==> src/rtl/jy_mul_seq.sv <==
// rtl/jy_mul_seq.sv - 8x8 unsigned multiplier behind $5800/$5801 with save-state access
// Define JY_MUL_SEQ_FAST_EN to swap the 8-step shift-add engine for a one-clk combinational product.
module jy_mul_seq (
  input  logic        clk,
  input  logic        map_rst_n,
  input  logic        wr_stb,
  input  logic        wr_sel,
  input  logic [7:0]  wr_data,
  input  logic        sst_act,
  input  logic        sst_we,
  input  logic [1:0]  sst_addr,
  input  logic [7:0]  sst_dato,
  output logic [7:0]  arg_a,
  output logic [7:0]  arg_b,
  output logic [15:0] res,
  output logic        busy
);

  logic [7:0]  arg_a_q, arg_a_d;
  logic [7:0]  arg_b_q, arg_b_d;
  logic [15:0] res_q, res_d;
  logic        cpu_wr;
  logic        sst_wr;
  logic [7:0]  new_a;
  logic [7:0]  new_b;

  // A save-state session masks the CPU completely.
  assign cpu_wr = wr_stb && !sst_act;
  assign sst_wr = sst_we && sst_act;
  assign new_a  = (cpu_wr && !wr_sel) ? wr_data : arg_a_q;
  assign new_b  = (cpu_wr &&  wr_sel) ? wr_data : arg_b_q;

  always_comb begin
    arg_a_d = new_a;
    arg_b_d = new_b;
    if (sst_wr && (sst_addr == 2'd0)) arg_a_d = sst_dato;
    if (sst_wr && (sst_addr == 2'd1)) arg_b_d = sst_dato;
  end

  always_ff @(posedge clk or negedge map_rst_n) begin
    if (!map_rst_n) begin
      arg_a_q <= 8'h00;
      arg_b_q <= 8'h00;
      res_q   <= 16'h0000;
    end else begin
      arg_a_q <= arg_a_d;
      arg_b_q <= arg_b_d;
      res_q   <= res_d;
    end
  end

`ifdef JY_MUL_SEQ_FAST_EN

  logic        busy_q, busy_d;
  logic [15:0] prod;

  assign prod = {8'h00, new_a} * {8'h00, new_b};

  always_comb begin
    res_d  = res_q;
    busy_d = cpu_wr;
    if (cpu_wr) res_d = prod;
    if (sst_wr && (sst_addr == 2'd2)) res_d[7:0]  = sst_dato;
    if (sst_wr && (sst_addr == 2'd3)) res_d[15:8] = sst_dato;
  end

  always_ff @(posedge clk or negedge map_rst_n) begin
    if (!map_rst_n) begin
      busy_q <= 1'b0;
    end else begin
      busy_q <= busy_d;
    end
  end

  assign busy = busy_q;

`else

  typedef enum logic {
    IDLE = 1'b0,
    RUN  = 1'b1
  } state_t;

  state_t      state_q, state_d;
  logic [15:0] acc_q, acc_d;
  logic [15:0] mcand_q, mcand_d;
  logic [7:0]  mplier_q, mplier_d;
  logic [2:0]  cnt_q, cnt_d;
  logic [15:0] acc_sum;

  assign acc_sum = acc_q + (mplier_q[0] ? mcand_q : 16'h0000);

  always_comb begin
    state_d  = state_q;
    acc_d    = acc_q;
    mcand_d  = mcand_q;
    mplier_d = mplier_q;
    cnt_d    = cnt_q;
    res_d    = res_q;

    if (cpu_wr) begin
      // A write always (re)starts from step 0 with the freshly written operand.
      state_d  = RUN;
      acc_d    = 16'h0000;
      mcand_d  = {8'h00, new_a};
      mplier_d = new_b;
      cnt_d    = 3'd0;
    end else if (sst_act) begin
      // No run can start while sst_act is high, so holding IDLE here is the entry abort.
      state_d = IDLE;
    end else if (state_q == RUN) begin
      acc_d    = acc_sum;
      mcand_d  = {mcand_q[14:0], 1'b0};
      mplier_d = {1'b0, mplier_q[7:1]};
      cnt_d    = cnt_q + 3'd1;
      if (cnt_q == 3'd7) begin
        res_d   = acc_sum;
        state_d = IDLE;
      end
    end

    if (sst_wr && (sst_addr == 2'd2)) res_d[7:0]  = sst_dato;
    if (sst_wr && (sst_addr == 2'd3)) res_d[15:8] = sst_dato;
  end

  always_ff @(posedge clk or negedge map_rst_n) begin
    if (!map_rst_n) begin
      state_q  <= IDLE;
      acc_q    <= 16'h0000;
      mcand_q  <= 16'h0000;
      mplier_q <= 8'h00;
      cnt_q    <= 3'd0;
    end else begin
      state_q  <= state_d;
      acc_q    <= acc_d;
      mcand_q  <= mcand_d;
      mplier_q <= mplier_d;
      cnt_q    <= cnt_d;
    end
  end

  assign busy = (state_q == RUN);

`endif

  assign arg_a = arg_a_q;
  assign arg_b = arg_b_q;
  assign res   = res_q;

endmodule

==> config.mk <==
export PLATFORM = sky130hd
export DESIGN_NAME = jy_mul_seq
export DESIGN_NICKNAME = d
export VERILOG_FILES = /design/src/rtl/jy_mul_seq.sv
export SDC_FILE = /design/constraint.sdc
export NUM_CORES = 1
export LEC_CHECK = 0
export CORE_MARGIN = 4
export CORE_UTILIZATION = 45
export DETAILED_ROUTE_END_ITERATION = 7
export PLACE_DENSITY_LB_ADDON = 0.05
export SYNTH_ARGS = -nofsm -noshare
export SYNTH_HDL_FRONTEND = slang
export SYNTH_SLANG_ARGS = --single-unit
==> constraint.sdc <==
create_clock -name clk -period 5.3 [get_ports clk]
set_input_delay 0.53 -clock clk [delete_from_list [all_inputs] [get_ports clk]]
set_output_delay 0.53 -clock clk [all_outputs]
set_load 0.01 [all_outputs]
==> flow_summary.yaml <==
floorplanning:
  number_of_standard_cell_rows_in_the_floorplan: 35
  die_x_extent_um: 105.6
  die-height_um: 105.6
  floorplan.io_pins: 57
  floorplan.die_area_um2: 11150
  start_util_pct: 46.39
  fp.coreArea_um2: 9240
synth:
  combinational_family_with_the_most_area_after_synthesis: "compound AO/OA/AOI/OAI gates"
  instance_count_of_the_mapped_netlist: 448
  yosys.cell_types.count: 50
  async_reset_ff_share_pct: 100.0
  synth_fp_nets: 490
  postSynthRegisterBits: 76
  fraction_of_the_mapped_netlist_area_in_compound_gates_pct: 22.30
  synth.area.mux_share_pct: 8.202
  synth_enable_flop_cells: 0
  netlist_area_um2: 4287
  synth_simple_gate_area_share_pct: 12.90
  synth-xor-area-share_pct: 2.656
  synth.avg_cell_area_um2: 9.568
  postSynth.topFlopCell: "sky130_fd_sc_hd__dfrtp_1"
  ys_seq_area_share_pct: 44.37
  yosys_warnings: 0
  synth_adder_area_share_pct: 5.429
place:
  gp_weighted_congestion: 0.8517
  numPortBuffers: 56
  placed_cells: 608
  dp_wirelength_mm: 8.313
  dpl-instance-area_um2: 4922
finish:
  most-common-layout-cells: "sky130_fd_sc_hd__dfrtp_1, sky130_fd_sc_hd__clkdlybuf4s50_1, sky130_fd_sc_hd__nor2_1"
  antennaDiodeCount: 0
  layout-drive-gt1-share_pct: 5.657
  post-route-util_pct: 55.86
  final_non_filler_cells: 624
  area_delta_synth_final_pct: 20.40
  final_cell_area_um2: 5161
  layout.cells.most_common: "sky130_fd_sc_hd__dfrtp_1"
  final_stage_net_count: 532
min_path:
  timing.hold.worst.class: "in -> async"
drt:
  detailedRoute.firstPassIterationCount: 5
  number_of_drc_violations_after_detailed_routing_iteration_0: 238
  routed-wl-met2_mm: 4.974
  ant_nets: 0
  routedWlPerCell_um: 18.91
  wl_mm: 11.80
  wl_met1_mm: 5.980
  route.top_layer_used: "met4"
  avgViaCountPerCell: 5.745
  routed-wl-met3_um: 655
  drc: 0
  via_count: 3585
setup_path:
  r2r_setup_slack_ns: 2.33
  critical_path_endpoint_category: "register"
  cpMaxStageDelayCell: "sky130_fd_sc_hd__a221oi_2"
  reg2reg_from: "mplier_q[0]"
  worst_path_arrival_time_ns: 3.26
  crit_buf_inv: 0
  worstSetupEndpoint: "acc_q[12]"
  worst_setup_path_startpoint: "mplier_q[0]"
  worst-path-stages: 9
  r2r.worst_path.cells: 9
  rr_endpoint: "acc_q[12]"
  critical_path_class: "reg -> reg"
  worst-path-max-fanout: 11
  timing.critical_path.slowest_cell_delay_ns: 0.50
  critical_path.cell_chain: "and2_1, ha_1, fa_1, a21o_1, a221oi_2, o21ai_2, a41o_1, or3_1, nand3_1"
  startpoint_type: "register"
  cp_top_family: "compound AO/OA/AOI/OAI gates"
  worst_ep_required_time_ns: 5.59
clock_tree:
  cts_sink_count: 76
  cts_root_buffer: "sky130_fd_sc_hd__clkbuf_8"
  cts_resizes: 0
  depth_of_the_cts_h_tree: 3
  cts_max_path_buffers: 2
  clock_latency_ns: 0.36
  number_of_buffers_added_to_fix_hold_violations_after_cts: 0
  numCtsBuffers: 9
  cts_tree: "done"
  cts_setup_buffers: 0
  cts.reportedPaths.clkPinSlew_ns: 0.08
power:
  vdd_ir_drop_max_uv: 157.6
  power.share.sequential_pct: 42.3
  combPwrFrac_pct: 26.4
  power.share.clock_pct: 31.3
  intPower_mw: 1.201
  power-per-cell-area_nw_per_um2: 336.6
  switching_share_pct: 30.89
  p_switching_uw: 536.7
  leakage_nw: 2.280
  total_power_mw: 1.737
sta:
  finalMaxSlewViolations: 0
  unrepaired_setup_endpoints_after_global_routing: "false"
  finalHoldViolations: 0
  worst_slew_pin_slew_ns: 1.202
  max_slew_margin_pct: 19.79
  post-route-period-util_pct: 55.96
  finalCriticalPeriod_ns: 2.966
  max_freq_mhz: 337.2
  skew_ns: 0.01324
  timing.final.setup_violations: 0
  setup-tns-final_ns: 0
global_routing:
  grt_pass1_vias: 3486
  globalRoute.totalOverflow: 0
  grt_antenna_before_repair: 0
  globalRouteTotalUtil_pct: 22.19
  grt_pass1_wl_mm: 19.32
  grt_max_degree: 77
job:
  max_cap_violations: 0
outcome:
  status: "finished clean"
## power groups by stage
stage	clock [mW]	combinational [mW]	sequential [mW]
finish	0.543	0.459	0.735
global route	0.578	0.505	0.749
CTS	0.556	0.460	0.735
detailed placement	0	0.458	0.743
global placement	0	0.451	0.745
floorplan	0	0.235	0.747
## layout make-up
type                            count  area (um^2)
Tap cell                          129        161.4
Multi-Input combinational cell    327         2211
Inverter                           16        60.06
Clock buffer                       10        127.6
Fill cell                         853         4079
Timing Repair Buffer               60        588.1
Clock inverter                      6        111.4
Sequential cell                    76         1902
## metal layers
| layer | track usage (%) | up-vias |
|---|---|---|
| met3 | 5.021 | 16 |
| met5 | 0 | - |
| li1 | - | 1701 |
| met4 | 7.216 | 0 |
| met1 | 35.07 | 1756 |
| met2 | 29.51 | 112 |
## worst min-delay path by stage
stage                             end  depth (start not counted)  slack [ns]
after floorplan              acc_q[0]                          0        0.23
after global placement       acc_q[7]                          2        0.47
after detailed placement    acc_q[14]                          2        0.48
after CTS                    arg_b[4]                          1        0.36
after global routing       mcand_q[3]                          1        0.40
final                     mplier_q[3]                          1        0.32
## stage by stage
stage | setup slack (ns) | hold WS, ns
2_1_floorplan | 2.662 | 0.2344
5_1_grt | 2.156 | 0.4020
3_5_place_dp | 2.102 | 0.4775
4_1_cts | 2.323 | 0.3558
3_3_place_gp | 2.234 | 0.4703
6_report | 2.334 | 0.3244
## cell families after synthesis
kind of cell / after synthesis
buffers and inverters: 45
AO/OA/AOI/OAI: 139
XOR/XNOR: 13
flip-flops: 76
AND/OR/NAND/NOR: 122
adder cells (fa/ha/maj): 18
multiplexers: 35
## registers in the layout, indices dropped and copies added, names as in the netlist
| name | count |
|---|---|
| res | 16 |
| arg_a | 8 |
| busy | 1 |
| cnt_q | 3 |
| mplier_q | 8 |
| acc_q | 16 |
| arg_b | 8 |
| mcand_q | 16 |
## worst reg2reg max path: cells and delay by family (launching register included)
family | cells | cell delay [ns]
adders and majority gates | 2 | 0.61
DFF | 1 | 0.48
and+or+nand+nor | 3 | 0.65
AOI/OAI and AO/OA | 4 | 1.17
## cells in the mapped netlist (5+ instances only)
library cell               instances  area share [%]
sky130_fd_sc_hd__dfrtp_1          76              44
sky130_fd_sc_hd__nor2_1           46             4.0
sky130_fd_sc_hd__nand2_1          41             3.6
sky130_fd_sc_hd__o21ai_0          41             4.8
sky130_fd_sc_hd__mux2i_1          34             7.9
sky130_fd_sc_hd__clkbuf_1         23             2.0
sky130_fd_sc_hd__a21oi_1          22             2.6
sky130_fd_sc_hd__a221oi_1         17             3.5
sky130_fd_sc_hd__ha_1             17             5.0
sky130_fd_sc_hd__inv_1            16             1.4
sky130_fd_sc_hd__o22a_1           14             2.9
sky130_fd_sc_hd__a22oi_1          12             2.1
sky130_fd_sc_hd__a22o_1           11             2.2
sky130_fd_sc_hd__and2_1            9             1.3
sky130_fd_sc_hd__xnor2_1           8             1.6
sky130_fd_sc_hd__nand3_1           5            0.58
sky130_fd_sc_hd__xor2_1            5             1.0
Note: power is estimated with default switching activity, not from simulation.
